<file path="src/rtl/rob_pkg.sv">
// rob_pkg: shared constants and types for the reorder buffer / retire stage.
// Holds the entry count, id width, data width, writeback-bus field offsets,
// the exception cause encoding and the per-entry record, plus helpers that
// unpack a writeback bus into an entry and extract its id.
// Writeback bus layout (WB_INFO_W = 78):
//   {id[77:75], pc[74:43], rd_we[42], rd_addr[41:37], rd_data[36:5],
//    xcpt_valid[4], xcpt_cause[3:0]}
package rob_pkg;

    localparam int ROB_ENTRIES = 8;
    localparam int ID_W = $clog2(ROB_ENTRIES);
    localparam int DATA_WIDTH = 32;

    localparam int WB_CAUSE_LSB = 0;
    localparam int WB_XCPT_BIT = 4;
    localparam int WB_DATA_LSB = 5;
    localparam int WB_ADDR_LSB = WB_DATA_LSB + DATA_WIDTH;
    localparam int WB_WE_BIT = WB_ADDR_LSB + 5;
    localparam int WB_PC_LSB = WB_WE_BIT + 1;
    localparam int WB_ID_LSB = WB_PC_LSB + 32;
    localparam int WB_INFO_W = WB_ID_LSB + ID_W;

    typedef enum logic [3:0] {
        XCPT_NONE          = 4'h0,
        XCPT_INSN_MISALIGN = 4'h1,
        XCPT_ILLEGAL_INSN  = 4'h2,
        XCPT_BREAKPOINT    = 4'h3,
        XCPT_LOAD_FAULT    = 4'h5,
        XCPT_STORE_FAULT   = 4'h7,
        XCPT_ECALL         = 4'hB
    } xcpt_cause_e;

    typedef struct packed {
        logic                  valid;
        logic [31:0]           pc;
        logic                  rd_we;
        logic [4:0]            rd_addr;
        logic [DATA_WIDTH-1:0] rd_data;
        logic                  xcpt_valid;
        xcpt_cause_e           xcpt_cause;
    } rob_entry_t;

    function automatic rob_entry_t wb_to_entry(input logic [WB_INFO_W-1:0] info);
        rob_entry_t e;
        e.valid      = 1'b1;
        e.pc         = info[WB_PC_LSB +: 32];
        e.rd_we      = info[WB_WE_BIT];
        e.rd_addr    = info[WB_ADDR_LSB +: 5];
        e.rd_data    = info[WB_DATA_LSB +: DATA_WIDTH];
        e.xcpt_valid = info[WB_XCPT_BIT];
        e.xcpt_cause = xcpt_cause_e'(info[WB_CAUSE_LSB +: 4]);
        return e;
    endfunction

    function automatic logic [ID_W-1:0] wb_id(input logic [WB_INFO_W-1:0] info);
        return info[WB_ID_LSB +: ID_W];
    endfunction

endpackage

</file>
<file path="src/rtl/rob_entry_array.sv">
// rob_entry_array: reorder-buffer entry storage.
// Ports:
//   clock, reset              clock; synchronous active-high reset (clears all)
//   clear_all                 flush: clear every entry, drop this cycle's writes
//   head_clr, head_id         clear the head entry as it retires
//   head_entry                registered contents of entry[head_id]
//   alu_wb_*, mul_wb_*        two writeback ports; ALU wins on an id collision
//   src1_id/src2_id           forwarding lookups -> src*_hit, src*_data
// Optional: ROB_WB_BYPASS_EN lets lookups also hit on same-cycle writebacks.
module rob_entry_array
    import rob_pkg::*;
(
    input  logic                  clock,
    input  logic                  reset,
    input  logic                  clear_all,
    input  logic                  head_clr,
    input  logic [ID_W-1:0]       head_id,
    output rob_entry_t            head_entry,
    input  logic                  alu_wb_valid,
    input  logic [WB_INFO_W-1:0]  alu_wb_info,
    input  logic                  mul_wb_valid,
    input  logic [WB_INFO_W-1:0]  mul_wb_info,
    input  logic [ID_W-1:0]       src1_id,
    input  logic [ID_W-1:0]       src2_id,
    output logic                  src1_hit,
    output logic                  src2_hit,
    output logic [DATA_WIDTH-1:0] src1_data,
    output logic [DATA_WIDTH-1:0] src2_data
);

    rob_entry_t      entry_q [ROB_ENTRIES];
    rob_entry_t      entry_d [ROB_ENTRIES];
    rob_entry_t      alu_ent, mul_ent;
    logic [ID_W-1:0] alu_id, mul_id;

    assign alu_ent    = wb_to_entry(alu_wb_info);
    assign mul_ent    = wb_to_entry(mul_wb_info);
    assign alu_id     = wb_id(alu_wb_info);
    assign mul_id     = wb_id(mul_wb_info);
    assign head_entry = entry_q[head_id];

    // ALU is applied after MUL so it wins a same-id collision; the retire
    // clear comes first so an (illegal) write to the head still lands.
    always_comb begin
        entry_d = entry_q;
        if (head_clr) entry_d[head_id].valid = 1'b0;
        if (mul_wb_valid) entry_d[mul_id] = mul_ent;
        if (alu_wb_valid) entry_d[alu_id] = alu_ent;
        if (clear_all) entry_d = '{default: '0};
    end

    always_ff @(posedge clock) begin
        if (reset) entry_q <= '{default: '0};
        else entry_q <= entry_d;
    end

    // Returns {hit, data}; port data takes priority over stored data when the
    // same-cycle bypass is built in.
    function automatic logic [DATA_WIDTH:0] lookup(input logic [ID_W-1:0] id);
        logic [DATA_WIDTH:0] r;
        r = entry_q[id].valid ? {1'b1, entry_q[id].rd_data} : '0;
`ifdef ROB_WB_BYPASS_EN
        if (mul_wb_valid && !mul_ent.xcpt_valid && mul_id == id) r = {1'b1, mul_ent.rd_data};
        if (alu_wb_valid && !alu_ent.xcpt_valid && alu_id == id) r = {1'b1, alu_ent.rd_data};
`endif
        return r;
    endfunction

    always_comb begin
        {src1_hit, src1_data} = lookup(src1_id);
        {src2_hit, src2_data} = lookup(src2_id);
    end

    always_ff @(posedge clock) begin
        if (!reset && !clear_all) begin
            assert (!(alu_wb_valid && mul_wb_valid && alu_id == mul_id));
            assert (!(alu_wb_valid && entry_q[alu_id].valid));
            assert (!(mul_wb_valid && entry_q[mul_id].valid));
        end
    end

endmodule

</file>
<file path="src/rtl/rob_retire_unit.sv">
// rob_retire_unit: in-order reorder buffer and retire stage.
// Sizes come from rob_pkg (ROB_ENTRIES = 8, DATA_WIDTH = 32).
// Ports:
//   clock, reset                 clock; synchronous active-high reset
//   alloc_valid, rob_full        decode allocation / occupancy full
//   alu_wb_*, mul_wb_*           writeback ports (layout in rob_pkg)
//   src1/src2 id/hit/data        combinational forwarding lookups
//   retire_valid, rf_wr_*        registered retire and register-file write
//   xcpt_valid/pc/cause          registered exception report
//   flush_rob                    registered one-cycle pipeline flush
// Optional: ROB_WB_BYPASS_EN (forwarding from same-cycle writebacks).
module rob_retire_unit
    import rob_pkg::*;
(
    input  logic                  clock,
    input  logic                  reset,
    input  logic                  alloc_valid,
    output logic                  rob_full,
    input  logic                  alu_wb_valid,
    input  logic [WB_INFO_W-1:0]  alu_wb_info,
    input  logic                  mul_wb_valid,
    input  logic [WB_INFO_W-1:0]  mul_wb_info,
    input  logic [ID_W-1:0]       src1_id,
    input  logic [ID_W-1:0]       src2_id,
    output logic                  src1_hit,
    output logic                  src2_hit,
    output logic [DATA_WIDTH-1:0] src1_data,
    output logic [DATA_WIDTH-1:0] src2_data,
    output logic                  retire_valid,
    output logic                  rf_wr_en,
    output logic [4:0]            rf_wr_addr,
    output logic [DATA_WIDTH-1:0] rf_wr_data,
    output logic                  xcpt_valid,
    output logic [31:0]           xcpt_pc,
    output logic [3:0]            xcpt_cause,
    output logic                  flush_rob
);

    localparam int CNT_W = ID_W + 1;

    rob_entry_t            head_entry;
    logic                  retire, flush;
    logic [ID_W-1:0]       head_q, head_d;
    logic [CNT_W-1:0]      count_q, count_d;
    logic                  retire_valid_q, retire_valid_d;
    logic                  rf_wr_en_q, rf_wr_en_d;
    logic [4:0]            rf_wr_addr_q, rf_wr_addr_d;
    logic [DATA_WIDTH-1:0] rf_wr_data_q, rf_wr_data_d;
    logic                  xcpt_valid_q, xcpt_valid_d;
    logic [31:0]           xcpt_pc_q, xcpt_pc_d;
    logic [3:0]            xcpt_cause_q, xcpt_cause_d;
    logic                  flush_rob_q, flush_rob_d;

    rob_entry_array u_entries (
        .clock        (clock),
        .reset        (reset),
        .clear_all    (flush),
        .head_clr     (retire),
        .head_id      (head_q),
        .head_entry   (head_entry),
        .alu_wb_valid (alu_wb_valid),
        .alu_wb_info  (alu_wb_info),
        .mul_wb_valid (mul_wb_valid),
        .mul_wb_info  (mul_wb_info),
        .src1_id      (src1_id),
        .src2_id      (src2_id),
        .src1_hit     (src1_hit),
        .src2_hit     (src2_hit),
        .src1_data    (src1_data),
        .src2_data    (src2_data)
    );

    // Retire is decided purely from registered state: the head entry is valid.
    assign retire   = head_entry.valid;
    assign flush    = retire && head_entry.xcpt_valid;
    assign rob_full = count_q == CNT_W'(ROB_ENTRIES);

    always_comb begin
        retire_valid_d = retire;
        rf_wr_en_d     = retire && head_entry.rd_we && !head_entry.xcpt_valid;
        rf_wr_addr_d   = retire ? head_entry.rd_addr : rf_wr_addr_q;
        rf_wr_data_d   = retire ? head_entry.rd_data : rf_wr_data_q;
        xcpt_pc_d      = retire ? head_entry.pc : xcpt_pc_q;
        xcpt_cause_d   = retire ? head_entry.xcpt_cause : xcpt_cause_q;
        xcpt_valid_d   = flush;
        flush_rob_d    = flush;
        // A flush restarts ids at 0 and drops this cycle's allocation.
        head_d  = flush ? '0 : head_q + ID_W'(retire);
        count_d = flush ? '0 : count_q + CNT_W'(alloc_valid && !rob_full) - CNT_W'(retire);
    end

    always_ff @(posedge clock) begin
        if (reset) begin
            head_q         <= '0;
            count_q        <= '0;
            retire_valid_q <= 1'b0;
            rf_wr_en_q     <= 1'b0;
            rf_wr_addr_q   <= '0;
            rf_wr_data_q   <= '0;
            xcpt_valid_q   <= 1'b0;
            xcpt_pc_q      <= '0;
            xcpt_cause_q   <= '0;
            flush_rob_q    <= 1'b0;
        end else begin
            head_q         <= head_d;
            count_q        <= count_d;
            retire_valid_q <= retire_valid_d;
            rf_wr_en_q     <= rf_wr_en_d;
            rf_wr_addr_q   <= rf_wr_addr_d;
            rf_wr_data_q   <= rf_wr_data_d;
            xcpt_valid_q   <= xcpt_valid_d;
            xcpt_pc_q      <= xcpt_pc_d;
            xcpt_cause_q   <= xcpt_cause_d;
            flush_rob_q    <= flush_rob_d;
        end
    end

    always_ff @(posedge clock) begin
        if (!reset) assert (!(alloc_valid && rob_full));
    end

    assign retire_valid = retire_valid_q;
    assign rf_wr_en     = rf_wr_en_q;
    assign rf_wr_addr   = rf_wr_addr_q;
    assign rf_wr_data   = rf_wr_data_q;
    assign xcpt_valid   = xcpt_valid_q;
    assign xcpt_pc      = xcpt_pc_q;
    assign xcpt_cause   = xcpt_cause_q;
    assign flush_rob    = flush_rob_q;

endmodule
</file>
<file path="config.mk">
export PLATFORM = sky130hd
export DESIGN_NAME = rob_retire_unit
export DESIGN_NICKNAME = d
export VERILOG_FILES = /design/src/rtl/rob_pkg.sv /design/src/rtl/rob_entry_array.sv /design/src/rtl/rob_retire_unit.sv
export SDC_FILE = /design/constraint.sdc
export NUM_CORES = 2
export LEC_CHECK = 0
export ABC_CLOCK_PERIOD_IN_PS = 4150
export CORE_MARGIN = 2
export CORE_UTILIZATION = 40
export CTS_BUF_LIST = sky130_fd_sc_hd__clkbuf_8
export CTS_CLUSTER_DIAMETER = 30
export CTS_CLUSTER_SIZE = 16
export DETAILED_ROUTE_END_ITERATION = 16
export HOLD_SLACK_MARGIN = 0.15
export SLEW_MARGIN = 20
export SYNTH_ARGS = -nofsm -noshare
export SYNTH_HDL_FRONTEND = slang
export SYNTH_SLANG_ARGS = --single-unit
</file>
<file path="constraint.sdc">
create_clock -name clock -period 4.15 [get_ports clock]
set_input_delay 0.83 -clock clock [delete_from_list [all_inputs] [get_ports clock]]
set_output_delay 0.83 -clock clock [all_outputs]
set_load 0.03 [all_outputs]
</file>
==> run_results.csv <==
group,metric,value,unit
timing,worst_pin_slew,1.114,ns
placed_design,dp_hpwl,92680,µm
flow_run,drv_cap,0,
finish,area_delta_synth_final,19.81,%
synthesis,synthArstFlopShare,0,%
drt,wl_per_cell,28.00,µm
timing,drv_slew,0,
timing,rsz0062_at_grt,"no",
pwr,p_int,16.55,mW
synthesis,syn_avg_cell_area,9.684,µm²
drt,dr.pass1.iters,7,
pwr,total_power,25.21,mW
pwr,ir_worst_vdd,0.2922,mV
global_routing,grt_max_degree,152,
pwr,power_leakage,18.33,nW
finish,drive_gt1_share,17.78,%
pwr,power_frac_seq,35.7,%
finish,fin_util,48.25,%
timing,hold_ws,0.4110,ns
synthesis,synth_nets,4191,
cts,cts_resized,0,
setup_path,critPathArrivalTime,2.99,ns
die,core-area,96570,µm²
synthesis,synthFlopType,"dfxtp_1",
synthesis,syn-cell-area,38890,µm²
die,die_h,315.8,µm
die,start_util,40.27,%
placed_design,portBuffers,310,
setup_path,required,3.32,ns
synthesis,synth_edf_count,0,
finish,finalNetCount,4227,
setup_path,crit_fanout,23,
timing,clock_skew,0.04558,ns
global_routing,antenna_found_initial,19,
synthesis,yosysMostFrequentCell,"mux2i_1",
setup_path,end_kind,"output pin",
timing,fin_crit,3.819,ns
timing,setup_tns,0,ns
pwr,pwr-share-clk,36.7,%
cts,numCtsBuffers,163,
cts,cts_setup_buffers,0,
synthesis,synth_top_area_share,35.57,%
synthesis,synthTopCellsByArea,"dfxtp_1 36%, mux2i_1 19%, a211oi_1 12%",
drt,ant_nets,0,
cts,htreeDepth,4,
hold_path,hp-class,"input pin to flip-flop",
global_routing,grt_pass1_wl,223600,µm
synthesis,yosys_warnings,0,
die,fp-row-count,114,
global_routing,grt_pass1_vias,33133,
pwr,p_comb_share,27.6,%
synthesis,synth_cells,4016,
setup_path,path_class,"flip-flop to output pin",
cts,cts.path.max_buffers,3,
cts,cts_hold_buf,0,
synthesis,yosysSeqAreaShare,35.57,%
drt,vias,34253,
cts,clk_latency,0.86,ns
global_routing,gr-total-overflow,0,
timing,period_share,92.02,%
cts,clock-sinks,691,
synthesis,ys_types,61,
run_status,status,"finished clean",
drt,remaining_drc_errors,0,
drt,totalWireLength,152900,µm
synthesis,ys_ff_latch,691,
synthesis,synth_area_leader_cell,"dfxtp_1",
die,die_area,99740,µm²
finish,fin_area,46590,µm²
setup_path,cp-start-kind,"flip-flop",
timing,finalHoldViolations,0,
drt,via_per_inst,6.271,
global_routing,grt_use_total,29.87,%
drt,drt_iter0_markers,3714,
pwr,power.density,541.0,nW/µm²
placed_design,routabilityCongestion,0.8580,
cts,cts_tree,"yes",
placed_design,place_area,42790,µm²
timing,slew_headroom,25.38,%
pwr,p_switching,8.657,mW
timing,fmax,0.2619,GHz
die,pin_count,311,
synthesis,synth_common_cells,"725 x mux2i_1, 691 x dfxtp_1, 678 x nor2_1, 605 x a211oi_1, 251 x clkbuf_1",
pwr,p_sw_share,34.34,%
cts,cts.clk_slew.worst_paths,0.06,ns
die,die_w,315.8,µm
timing,finalSetupViolations,0,
cts,cts_root_buf,"clkbuf_8",
[area by class of cell]
class	instances	area, µm²
clock buffer	191	2629
multi-input combinational	2737	22760
inverter	15	56.30
sequential	691	13840
antenna	7	17.52
timing repair buffer	444	4537
clock inverter	101	1151
tap	1276	1597
fill	8911	49970
[through the flow]
stage          setup WS [ns]  std cells
3_5_place_dp          0.4742       5163
5_1_grt               0.2431       5461
2_1_floorplan          1.001       4016
6_report              0.3313       5462
3_3_place_gp          0.4910       5163
4_1_cts               0.2955       5455
[sequential cells by signal (all words and copies together) (netlist names), 3 cells and up]
name	flops
head_q	3
xcpt_pc	32
xcpt_cause	4
rf_wr_data	32
u_entries.entry_q	608
count_q	4
rf_wr_addr	5
[kinds of logic after synthesis]
kind of cell / Yosys count / share of synthesized area [%]
DFF: 691 / 35.57
adders and majority gates: 8 / 0.2767
xor gates and xnor gates: 3 / 0.06758
and+or+nand+nor: 815 / 8.455
muxes: 969 / 30.94
AOI/OAI and AO/OA: 942 / 18.25
buffers and inverters: 588 / 6.447
[worst max-delay path, cell delays in order, from the launching register on]
cell             delay, ns
dfxtp_1               0.43
mux4_2                0.54
mux2i_4               0.14
buf_4                 0.34
nor2_1                0.11
clkdlybuf4s50_1       0.60
[final timing paths]
| kind | start | endpoint | slack (ns) | depth (start not counted) |
|---|---|---|---|---|
| setup reg to reg | head_q[2] | u_entries.entry_q[8] | 0.70 | 7 |
| setup / recovery | u_entries.entry_q[455] | src2_data[18] | 0.33 | 5 |
| hold / removal | reset | u_entries.entry_q[227] | 0.41 | 2 |
| hold reg to reg | xcpt_pc[5] | xcpt_pc[5] | 0.47 | 2 |
[placed cells by master, fill, tap and decap left out, types with 6 or more instances in the layout]
cell	n
a32o_1	8
nor2b_1	18
a21oi_1	52
nand3_1	22
diode_2	7
clkinv_2	32
buf_12	45
a221o_1	40
a311oi_1	8
dfxtp_1	688
and2_1	6
o31ai_1	35
o2bb2ai_1	7
clkdlybuf4s50_1	259
a22oi_1	30
mux2i_1	723
buf_4	137
o22a_1	10
inv_6	8
ha_1	7
nand2b_1	7
a31oi_1	23
clkinvlp_4	14
mux4_2	179
a22o_1	26
clkbuf_8	191
mux2_2	64
a211oi_1	605
nor2_1	675
o21ai_0	30
nand2_1	32
bufinv_16	23
nor3_1	18
inv_1	29
a221oi_1	39
[per-layer routing]
layer	track usage, %	wire [µm]
met4	10.29	4318
met1	40.75	65060
met2	47.05	69940
met5	0	97
met3	6.120	13510
[power groups by stage]
| stage | Clock (mW) | Sequential [mW] | Combinational, mW |
|---|---|---|---|
| after floorplan | 0 | 8.85 | 4.41 |
| after global placement | 0 | 9.02 | 6.78 |
| after detailed placement | 0 | 9.03 | 6.86 |
| after CTS | 9.35 | 8.92 | 6.90 |
| after global routing | 9.68 | 9.09 | 7.38 |
| final | 9.26 | 8.99 | 6.96 |
No activity file was read; power rests on OpenSTA's default activity.
